File: config.mk
export PLATFORM = sky130hd
export DESIGN_NAME = ldl_sfifo_rd_stream
export DESIGN_NICKNAME = d
export VERILOG_FILES = /design/src/rtl/ldl_fifo_pkg.sv /design/src/rtl/ldl_skid_buf2.sv /design/src/rtl/ldl_sfifo_rd_stream.sv
export SDC_FILE = /design/constraint.sdc
export NUM_CORES = 1
export LEC_CHECK = 0
export CAP_MARGIN = 30
export CELL_PAD_IN_SITES_DETAIL_PLACEMENT = 1
export CELL_PAD_IN_SITES_GLOBAL_PLACEMENT = 1
export CORE_AREA = 5 5 66 68
export CTS_BUF_LIST = sky130_fd_sc_hd__clkbuf_8
export DETAILED_ROUTE_END_ITERATION = 10
export DIE_AREA = 0 0 71 73
export PLACE_DENSITY = 0.69
export SLEW_MARGIN = 40
export SYNTH_ARGS = -nofsm -noshare
export SYNTH_HDL_FRONTEND = slang
export SYNTH_SLANG_ARGS = --single-unit
File: constraint.sdc
create_clock -name clk -period 3.4 [get_ports clk]
set_input_delay 0.68 -clock clk [delete_from_list [all_inputs] [get_ports clk]]
set_output_delay 0.68 -clock clk [all_outputs]
set_load 0.005 [all_outputs]
File: src/rtl/ldl_fifo_pkg.sv
// Shared constants and helpers for the LDL_sfifo family.
// Prefetch buffer depth and level encoding.
package ldl_fifo_pkg;

  localparam int LDL_BUF_DEPTH = 2;
  localparam int LDL_LVL_W     = $clog2(LDL_BUF_DEPTH + 1);

  typedef logic [LDL_LVL_W-1:0] lvl_t;

  localparam lvl_t LVL_ZERO = lvl_t'(0);
  localparam lvl_t LVL_ONE  = lvl_t'(1);
  localparam lvl_t LVL_FULL = lvl_t'(LDL_BUF_DEPTH);

  // Room for one more word once this cycle's pop and in-flight read settle.
  function automatic logic credit_ok(
    input lvl_t lvl,
    input logic infl,
    input logic pop
  );
    int occ;
    occ = int'(lvl) + int'(infl) - int'(pop);
    return occ < LDL_BUF_DEPTH;
  endfunction

endpackage

File: src/rtl/ldl_skid_buf2.sv
// Two-entry FIFO-ordered register buffer.
// Entry 0 is always the head; entry 1 holds the second word.
module ldl_skid_buf2
  import ldl_fifo_pkg::*;
#(
  parameter int DWIDTH = 8
) (
  input  logic                 clk,
  input  logic                 rst,
  input  logic                 push_i,
  input  logic                 pop_i,
  input  logic [DWIDTH-1:0]    din_i,
  output logic [DWIDTH-1:0]    head_o,
  output logic [LDL_LVL_W-1:0] level_o
);

  logic [DWIDTH-1:0] e0_q, e0_d;
  logic [DWIDTH-1:0] e1_q, e1_d;
  lvl_t              lvl_q, lvl_d;

  always_comb begin
    e0_d  = e0_q;
    e1_d  = e1_q;
    lvl_d = lvl_q;
    unique case ({push_i, pop_i})
      2'b10: begin
        if (lvl_q == LVL_ZERO) e0_d = din_i;
        else                   e1_d = din_i;
        lvl_d = lvl_q + LVL_ONE;
      end
      2'b01: begin
        if (lvl_q == LVL_FULL) e0_d = e1_q;
        lvl_d = lvl_q - LVL_ONE;
      end
      2'b11: begin
        // Head leaves while a new word joins the tail.
        if (lvl_q == LVL_ONE) begin
          e0_d = din_i;
        end else begin
          e0_d = e1_q;
          e1_d = din_i;
        end
      end
      default: ;
    endcase
  end

  always_ff @(posedge clk or posedge rst) begin
    if (rst) begin
      e0_q  <= '0;
      e1_q  <= '0;
      lvl_q <= LVL_ZERO;
    end else begin
      e0_q  <= e0_d;
      e1_q  <= e1_d;
      lvl_q <= lvl_d;
    end
  end

  assign head_o  = e0_q;
  assign level_o = lvl_q;

endmodule

File: src/rtl/ldl_sfifo_rd_stream.sv
// Read-side master for LDL_sfifo: drains the FIFO into a
// valid/ready stream through a 2-entry prefetch buffer.
module ldl_sfifo_rd_stream
  import ldl_fifo_pkg::*;
#(
  parameter int DWIDTH = 8,
  parameter int AHEAD  = 1
) (
  input  logic              clk,
  input  logic              rst,
  input  logic              fifo_empty,
  output logic              fifo_re,
  input  logic [DWIDTH-1:0] fifo_dout,
  output logic              m_valid,
  input  logic              m_ready,
  output logic [DWIDTH-1:0] m_data,
  output logic [1:0]        level
);

  logic pop;
  logic push;
  logic infl;
  lvl_t lvl;

  assign pop = m_valid & m_ready;

  generate
    if (AHEAD != 0) begin : g_ahead
      assign infl = 1'b0;
      assign push = fifo_re;
    end else begin : g_reg
      // Registered FIFO: data lands one clock after the pop.
      logic infl_q;
      always_ff @(posedge clk or posedge rst) begin
        if (rst) infl_q <= 1'b0;
        else     infl_q <= fifo_re;
      end
      assign infl = infl_q;
      assign push = infl_q;
    end
  endgenerate

  // m_ready reaches fifo_re combinationally so a pop frees a slot at once.
  assign fifo_re = ~fifo_empty & credit_ok(lvl, infl, pop);

  ldl_skid_buf2 #(
    .DWIDTH (DWIDTH)
  ) u_buf (
    .clk     (clk),
    .rst     (rst),
    .push_i  (push),
    .pop_i   (pop),
    .din_i   (fifo_dout),
    .head_o  (m_data),
    .level_o (lvl)
  );

  assign m_valid = (lvl != LVL_ZERO);
  assign level   = lvl;

endmodule

---- Word-level counts from Yosys, hierarchy flattened ----
Cells that the tools add are included.
word-level totals
  bits in registers ....................... 18
  input bits .............................. 12
  output and inout port bits .............. 12
  logic and storage cells ................. 34
cells by class
  add/sub/neg operators ................... 3
  $lt $le $gt $ge ......................... 1
  eq/ne operators ......................... 9
  muxes and demuxes ....................... 8
  bitwise gates (word level) .............. 3
  reductions and logical operators ........ 7
operators by type and width
  cell                                                                      number
  8-bit 2-to-1 mux                                                          5
  8-bit case mux with 3 select lines                                        1
  8-bit case mux with 2 select lines                                        1
  2-bit == test (second input constant)                                     3
  3-bit AND reduction                                                       2
  2-bit nonzero test                                                        3
  2-bit by 1-bit == test with 1-bit output (second input constant)          2
  2-bit by 1-bit inequality test with 1-bit output (second input constant)  2
  2-bit inequality test (second input constant)                             2
  2-bit case mux with 2 select lines                                        1
  3-bit less-than comparator (second input constant)                        1
  3-bit nonzero test                                                        1
  2-bit by 1-bit subtractor with 3-bit output                               1
  2-bit by 1-bit adder with 2-bit output (second input constant)            1
  1-bit AND                                                                 2
  2-bit logical NOT                                                         1
  2-bit by 1-bit subtractor with 2-bit output (second input constant)       1
  1-bit inverter                                                            1

---- Depth between registers and ports, before layout ----
Gate-level depths: netlist of run 1.
  word-level depth ........................ 8
  depth in mapped cells ................... 14

---- By module ----
From an unflattened synthesis of run 1, not the netlist that was laid out.
second synthesis, totals
  cells, all modules ...................... 93
  area total of the unflattened synthesis .. 1017.2 µm²
modules (own cells, without submodules)
  module               times used  cells each  area an instance (µm²)  seq. area each (µm²)
  ldl_skid_buf2        1           89          988.4                   450.4
  ldl_sfifo_rd_stream  1           4           28.8                    0.0

---- Worst setup path before layout of run 1 ----
Ideal clock, no wire load.
  path kind ............................... flip-flop to flip-flop
  start ................................... reg u_buf.lvl_q[0], in the netlist u_buf.level_o[0]
  end ..................................... reg u_buf.e1_q[0]
  arrival ................................. 2317 ps
  required time ........................... 3275 ps
  path slack .............................. 958 ps
  stages on the path, launching flop included .. 12
  path buffers ............................ 1
  path through ............................ dfrtp_1 > inv_1 > ha_1 > nor2b_1 > buf_4 > inv_2 > o21ai_0 > nor2b_1 > ha_1 > a22oi_1 > o21ai_2 > mux2_2
on the way
  word-level cells in the longest chain between the ends .. 8
  elaborated cells between the ends (all ways) .. 14
  those cells by class .................... add/sub: 1; order compare: 1; eq/ne: 5; mux: 1; bitwise: 2; reduce/logical: 4
RTL lines
  item                                                                          line                       source
  start: declaration                                                            ldl_skid_buf2.sv:19        lvl_t lvl_q, lvl_d;
  start signal: assignment                                                      ldl_skid_buf2.sv:56        lvl_q <= lvl_d;
  2-bit nonzero test                                                            ldl_sfifo_rd_stream.sv:58  assign m_valid = (lvl != LVL_ZERO);
  1-bit AND                                                                     ldl_sfifo_rd_stream.sv:25  assign pop = m_valid & m_ready;
  2-bit by 1-bit subtractor with 3-bit output *                                 ldl_fifo_pkg.sv:21         occ = int'(lvl) + int'(infl) - int'(pop);
  3-bit less-than comparator *                                                  ldl_fifo_pkg.sv:22         return occ < LDL_BUF_DEPTH;
  1-bit AND *                                                                   ldl_sfifo_rd_stream.sv:44  assign fifo_re = ~fifo_empty & credit_ok(lvl, infl, pop);
  net fifo_re                                                                   ldl_sfifo_rd_stream.sv:12  output logic fifo_re,
  2-bit == test                                                                 ldl_skid_buf2.sv:25        unique case ({push_i, pop_i})
  2-bit inequality test (no line) / 2-bit nonzero test (equally long branches)  -
  3-bit AND reduction (no line)                                                 -
  end signal: assignment                                                        ldl_skid_buf2.sv:51        e1_q <= '0;
  end signal: assignment                                                        ldl_skid_buf2.sv:55        e1_q <= e1_d;
  end: declaration                                                              ldl_skid_buf2.sv:18        logic [DWIDTH-1:0] e1_q, e1_d;
Mark *: on every way through the listed nets, which the timed path passes. The rest lies on a longest branch.
A chain may end at the register's enable or synchronous reset.

---- Worst setup path after layout of run 1 ----
  start ................................... in m_ready
  end ..................................... out fifo_re
on the way
  word-level cells in the longest chain between the ends .. 4
RTL lines
  item                                         line                       source
  start: declaration                           ldl_sfifo_rd_stream.sv:15  input logic m_ready,
  1-bit AND                                    ldl_sfifo_rd_stream.sv:25
  2-bit by 1-bit subtractor with 3-bit output  ldl_fifo_pkg.sv:21
  3-bit less-than comparator                   ldl_fifo_pkg.sv:22
  1-bit AND                                    ldl_sfifo_rd_stream.sv:44
  end: declaration                             ldl_sfifo_rd_stream.sv:12
No other way between the ends.

==> results of run 1 <==
-- final cells by class --
| type | instances | area share |
|---|---|---|
| clock buffers | 3 | 0.0305 |
| inverters | 6 | 0.0167 |
| well taps | 50 | 0.0463 |
| multi-input cells | 62 | 0.398 |
| repair buffers | 24 | 0.176 |
| flip-flops and latches | 18 | 0.333 |
-- state kept, by name, indices dropped and copies added, names as in the netlist --
name and cells:
u_buf.e1_q 8, u_buf.head_o 8, u_buf.level_o 2
-- worst max-delay path: cells and delay by family --
| family | cells | cell delay [ns] |
|---|---|---|
| compound gates | 1 | 0.21 |
| buf+inv | 3 | 1.11 |
| simple gates | 2 | 0.47 |
-- power groups by stage --
stage / Clock, W / Combinational [W] / Sequential [W]
2_1_floorplan: 0 / 0.000457 / 0.000392
3_3_place_gp: 0 / 0.000649 / 0.000396
3_5_place_dp: 0 / 0.000669 / 0.000403
4_1_cts: 0.000151 / 0.000670 / 0.000399
5_1_grt: 0.000159 / 0.000725 / 0.000414
6_report: 0.000146 / 0.000658 / 0.000397
-- metal layers --
layer,vias up,share of wire,global-route usage
met5,-,0,0
li1,386,-,-
met2,18,0.51,0.179
met4,0,0.0079,0.0438
met1,384,0.44,0.109
met3,2,0.045,0.0207
-- Yosys cell counts (all sizes together) --
cell type  count
a31oi         16
and3           1
o211ai         8
mux2           8
inv            5
nor2b          3
buf            7
and2           1
a22oi          1
clkinv         1
ha             7
nand2b         3
dfrtp         18
xnor2          2
nand2          1
o21ai         11
-- placed cells by master, fill, tap and decap left out, drive strengths merged --
master / synthesis / layout
clkdlybuf4s50: 0 / 23
dfrtp: 18 / 18
a31oi: 16 / 16
o21ai: 11 / 11
mux2: 8 / 8
o211ai: 8 / 8
ha: 7 / 7
inv: 5 / 5
nor2b: 3 / 3
clkbuf: 0 / 3
nand2b: 3 / 3
xnor2: 2 / 2
a22oi: 1 / 1
clkinv: 1 / 1
and3: 1 / 1
and2: 1 / 1
nand2: 1 / 1
buf: 7 / 1
-- through the flow --
| step | hold slack, ns | std cells | utilization | power [W] |
|---|---|---|---|---|
| 2_1_floorplan | 0.480 | 93 | - | 0.000849 |
| 3_3_place_gp | 0.491 | 160 | 0.345 | 0.00105 |
| 3_5_place_dp | 0.496 | 160 | 0.345 | 0.00107 |
| 4_1_cts | 0.512 | 163 | 0.356 | 0.00122 |
| 5_1_grt | 0.526 | 163 | 0.356 | 0.00130 |
| 6_report | 0.517 | 163 | 0.356 | 0.00120 |
-- cells by family (layout without fill, tap and decap cells) --
| group | Yosys count | count (layout) | synth area share |
|---|---|---|---|
| buffers and inverters | 13 | 33 | 0.0738 |
| flip-flops | 18 | 18 | 0.422 |
| multiplexers | 8 | 8 | 0.0844 |
| XOR/XNOR | 2 | 2 | 0.0164 |
| AO/OA/AOI/OAI | 36 | 36 | 0.259 |
| AND/OR/NAND/NOR | 9 | 9 | 0.0621 |
| adder cells (fa/ha/maj) | 7 | 7 | 0.0821 |
-- worst max-delay path by stage --
stage / start / end / slack (ns)
floorplan: u_buf.level_o[0]$_DFFE_PP0P_ / u_buf.e1_q[0]$_DFFE_PP0P_ / 0.96
global placement: m_ready / fifo_re / 0.33
detailed placement: m_ready / u_buf.head_o[3]$_DFFE_PP0P_ / 0.22
CTS: m_ready / fifo_re / 0.21
global route: m_ready / fifo_re / 0.08
finish: m_ready / fifo_re / 0.24
==> metrics.csv, run 1 <==
stage,metric,value,unit
run_status,status,"complete, no violations",
sta,skew final,0.00131,ns
routing,Vias per Instance,4.85,
critical_path,r2r worst-path depth,10,
sta,RSZ-0062 raised after global routing,false,
yosys,sequential share of the synthesized area,0.422,
final_layout,register area,450,sq um
power_and_ir_drop,P_leak,0.509,nW
clocking,Post-CTS Resized,0,
critical_path,Setup CP Type,in -> out,
sta,fin crit share,0.929,
final_layout,Final Instance Area,1350,sq um
power_and_ir_drop,clock network power share,0.121,
floorplanning,Initial Utilization,0.281,
clocking,cts bufs inserted,3,
global_routing,global router's overall resource usage,0.0981,
final_layout,area grow syn2layout,26.7,%
final_layout,Nets,134,
routing,Pre-Repair DR Iteration Count,2,
critical_path,critical path endpoint category,primary output,
critical_path,reg-to-reg startpoint,u_buf.level_o[0]$_DFFE_PP0P_,
yosys,Syn Area/Cell,11.5,sq um
global_routing,largest net degree at the start of global routing,19,
job,maxcap violations,0,
final_layout,layout cells sized above 1,0.212,
floorplanning,Die Y,73,um
floorplanning,Top Ports,24,
power_and_ir_drop,Switching Share,0.366,
hold_path,WHS Path Cells,1,
sta,final critical-path required period,3.16,ns
yosys,Yosys warning total,0,
floorplanning,Die X,71,um
critical_path,critical-path maximum fanout,11,
global_routing,vias in the first global route,845,
critical_path,"setup slack, reg-to-reg",0.57,ns
yosys,library cells used by synthesis,22,
yosys,register bit total from synthesis,18,
critical_path,CP arrival,2.48,ns
clocking,cts hold-fix bufs,0,
power_and_ir_drop,PwrDens,888,nW/um^2
placement,Final GP Congestion,0.742,
power_and_ir_drop,Int Power,0.000762,W
routing,ANT nets after route,0,
floorplanning,die footprint,5180,sq um
sta,Max Freq,0.316,GHz
yosys,synthesized area,1070,sq um
routing,DRC Markers,0,
sta,Setup TNS,0,ns
clocking,CTS tree,done,
yosys,synth top area cells,"dfrtp_1 42%, a31oi_2 9.4%, mux2_2 8.4%",
critical_path,CP max-delay cell,clkdlybuf4s50_1,
clocking,H-tree levels,1,
clocking,Skew-Pair Late Insertion Delay,0.25,ns
critical_path,required time worst endpoint,2.72,ns
sta,"Hold Violations, Final",0,
routing,routed wire length,2400,um
sta,max_slew headroom,0.531,
critical_path,Worst path max stage delay,0.55,ns
sta,Max Slew Vio Count,0,
hold_path,"Endpoint, Worst Hold",u_buf.e1_q[1]$_DFFE_PP0P_,
placement,PortBufs,23,
power_and_ir_drop,Peak VDD IR,0.000186,V
final_layout,# fillers,421,
global_routing,antenna violations before repair,0,
routing,vias post-DR,790,
power_and_ir_drop,Switching Power,0.000439,W
yosys,Syn Inst Count,93,
clocking,clock sinks,18,
global_routing,first-pass GRT wire length,4040,um
routing,Iter 0 DRT Violations,38,
critical_path,Worst setup SP type,primary input,
final_layout,multi-input logic area,538,sq um
routing,DR WL/cell,14.7,um
critical_path,CP Cell Sequence,clkdlybuf4s50_1 -> nor2b_1 -> inv_2 -> o21ai_0 -> nor2b_1 -> clkdlybuf4s50_1,
yosys,post-synth top area cell,dfrtp_1,
yosys,syn nets,112,
global_routing,Overflow after GRT,0,
floorplanning,core area,3800,sq um
clocking,Max Buffers Root-to-Sink,2,
placement,pre-CTS setup slack,0.220,ns
floorplanning,Site Rows,23,
placement,DP Wirelength,1920,um
power_and_ir_drop,combinational share of power,0.548,
sta,post-route worst setup slack,0.240,ns
critical_path,FF-to-FF End,u_buf.head_o[3]$_DFFE_PP0P_,
sta,Final Setup Violations,0,
clocking,Clock Tree Root,clkbuf_8,
yosys,share of Yosys cell area claimed by the top area cell type,0.422,
final_layout,ant diodes,0,
placement,placed cell areas,1310,sq um
hold_path,HP Start,u_buf.e1_q[1]$_DFFE_PP0P_,
sta,Slew @ Worst Pin,0.703,ns
hold_path,path type of the worst min-delay path,reg -> reg,
clocking,setup bufs post-CTS,0,
clocking,"Reg clk slew, reported paths",0.06,ns
power_and_ir_drop,Reg power frac,0.331,
No activity file was read; power rests on OpenSTA's default activity.
==> run 2: changes to the inputs <==
- CORE_AREA: 5 5 66 68 -> 5 5 52 87
- CTS_CLUSTER_SIZE: unset -> 20
- DIE_AREA: 0 0 71 73 -> 0 0 57 92
- PLACE_DENSITY: 0.69 -> 0.68
==> run 2 against run 1 <==
Against the previous run:
- first-iteration DRC count is 87% lower
- fmax down 0.29%
- via count up 2.2%
- sequential power up 1%
- flip-flop and latch count unchanged
- combinational power up 0.6%
- critical path type unchanged
==> metrics.csv, run 2 (synthesized netlist as in run 1, its figures left out) <==
stage,metric,value,unit,change
clocking,H-tree levels,1,,unchanged
final_layout,multi-input logic area,538,sq um,unchanged
global_routing,first-pass GRT wire length,4370,um,was 4040 um
placement,Final GP Congestion,0.778,,was 0.742
floorplanning,Top Ports,24,,unchanged
placement,DP Wirelength,2010,um,was 1920 um
final_layout,ant diodes,0,,unchanged
clocking,Skew-Pair Late Insertion Delay,0.25,ns,about the same
final_layout,area grow syn2layout,27.6,%,was 26.7%
critical_path,critical path endpoint category,primary output,,unchanged
power_and_ir_drop,Peak VDD IR,0.000369,V,was 0.000186 V
routing,DR WL/cell,15.5,um,was 14.7 um
floorplanning,Die Y,92,um,was 73 um
routing,M1 wire length,1010,um,was 1050 um
floorplanning,core area,3700,sq um,was 3800 sq um
global_routing,vias in the first global route,920,,was 845
clocking,"Reg clk slew, reported paths",0.06,ns,about the same
hold_path,path type of the worst min-delay path,reg -> reg,,unchanged
sta,Setup TNS,0,ns,unchanged
clocking,setup bufs post-CTS,0,,unchanged
routing,met2 WL,1290,um,was 1220 um
clocking,Clock Tree Root,clkbuf_8,,unchanged
hold_path,WHS Path Cells,1,,unchanged
final_layout,layout cells sized above 1,0.219,,was 0.212
clocking,Post-CTS Resized,0,,unchanged
critical_path,required time worst endpoint,2.72,ns,about the same
global_routing,global router's overall resource usage,0.104,,was 0.0981
routing,ANT nets after route,0,,unchanged
routing,routed wire length,2490,um,was 2400 um
global_routing,largest net degree at the start of global routing,19,,unchanged
final_layout,Nets,134,,unchanged
critical_path,r2r worst-path depth,10,,unchanged
clocking,Max Buffers Root-to-Sink,2,,unchanged
sta,skew final,0.00162,ns,was 0.00131 ns
final_layout,register area,450,sq um,unchanged
final_layout,Post-Layout Cell Count,160,,was 163
global_routing,Overflow after GRT,0,,unchanged
sta,Max Freq,0.316,GHz,about the same
routing,vias post-DR,807,,was 790
placement,PortBufs,23,,unchanged
sta,"Hold Violations, Final",0,,unchanged
sta,final critical-path required period,3.17,ns,was 3.16 ns
routing,met3 wire length,73,um,was 107 um
power_and_ir_drop,P_leak,0.516,nW,was 0.509 nW
clocking,cts hold-fix bufs,0,,unchanged
hold_path,"Endpoint, Worst Hold",u_buf.e1_q[1]$_DFFE_PP0P_,,unchanged
floorplanning,Die X,57,um,was 71 um
clocking,clock sinks,18,,unchanged
critical_path,FF-to-FF End,u_buf.head_o[7]$_DFFE_PP0P_,,was u_buf.head_o[3]$_DFFE_PP0P_
floorplanning,die footprint,5240,sq um,was 5180 sq um
critical_path,reg-to-reg startpoint,u_buf.level_o[0]$_DFFE_PP0P_,,unchanged
clocking,CTS tree,done,,unchanged
critical_path,critical-path maximum fanout,11,,unchanged
power_and_ir_drop,PwrDens,907,nW/um^2,was 888 nW/um^2
job,maxcap violations,0,,unchanged
floorplanning,Initial Utilization,0.288,,was 0.281
routing,DRC Markers,0,,unchanged
sta,Slew @ Worst Pin,0.676,ns,was 0.703 ns
sta,fin crit share,0.932,,was 0.929
routing,DR top layer,met4,,unchanged
hold_path,HP Start,u_buf.e1_q[1]$_DFFE_PP0P_,,unchanged
critical_path,"setup slack, reg-to-reg",0.57,ns,about the same
routing,Iter 0 DRT Violations,5,,was 38
clocking,cts bufs inserted,3,,unchanged
sta,RSZ-0062 raised after global routing,false,,unchanged
run_status,status,"complete, no violations",,unchanged
sta,Final Setup Violations,0,,unchanged
sta,Max Slew Vio Count,0,,unchanged
critical_path,Setup CP Type,in -> out,,unchanged
sta,max_slew headroom,0.549,,was 0.531
final_layout,# fillers,427,,was 421
placement,post-placement cell count,156,,was 160
critical_path,CP arrival,2.49,ns,was 2.48 ns
final_layout,most frequent cells in the layout,"23 x clkdlybuf4s50_1, 18 x dfrtp_1, 10 x o21ai_0",,unchanged
critical_path,Worst setup SP type,primary input,,unchanged
final_layout,"most common cell after layout, fill and taps aside",clkdlybuf4s50_1,,unchanged
routing,Pre-Repair DR Iteration Count,4,,was 2
floorplanning,Site Rows,29,,was 23
routing,Vias per Instance,5.04,,was 4.85
global_routing,antenna violations before repair,0,,unchanged
run 2: changes by cell type in the layout (fill, tap and decap cells not counted), sizes merged:
cell    before  now
clkbuf       3    4
run 2: stage by stage:
step	hold slack (ns)	area [sq um]	utilization	setup slack [ns]	power, W
6_report	0.521	1360	0.368	0.231	0.00124
3_5_place_dp	0.498	1310	0.353	0.228	0.00108
3_3_place_gp	0.494	1310	0.353	0.318	0.00104
2_1_floorplan	0.480	1070	-	0.958	0.000849
4_1_cts	0.515	1360	0.368	0.205	0.00125
5_1_grt	0.535	1360	0.368	0.0797	0.00134
run 2: cell type report:
cell class,instances,area share
clock buffer,4,0.0404
inverter,6,0.0165
timing repair buffer,24,0.175
sequential,18,0.331
multi-input combinational,62,0.395
tap,46,0.0423
run 2: per-layer routing:
layer	up-vias	global-route usage
met5	-	0
met4	0	0.0677
met3	11	0.0140
met2	23	0.174
met1	387	0.122
li1	386	-
run 2: critical path: stages:
cell and delay (ns):
clkdlybuf4s50_1 0.45, nor2b_1 0.18, inv_2 0.12, o21ai_0 0.23, nor2b_1 0.28, clkdlybuf4s50_1 0.55
run 2: power breakdown:
| group | internal [W] | leakage, nW | total, W | switching, W |
|---|---|---|---|---|
| Clock | 0.000103 | 0.0288 | 0.000171 | 0.0000683 |
| Sequential | 0.000330 | 0.209 | 0.000402 | 0.0000721 |
| Combinational | 0.000354 | 0.278 | 0.000662 | 0.000308 |
| Total | 0.000787 | 0.516 | 0.00124 | 0.000449 |
run 2: worst max-delay path by stage:
stage	slack [ns]	start	endpoint	cells past startpoint
finish	0.23	m_ready	fifo_re	6
CTS	0.20	m_ready	fifo_re	6
floorplan	0.96	u_buf.level_o[0]$_DFFE_PP0P_	u_buf.e1_q[0]$_DFFE_PP0P_	11
global placement	0.32	m_ready	fifo_re	6
detailed placement	0.23	m_ready	fifo_re	6
global route	0.08	m_ready	fifo_re	6
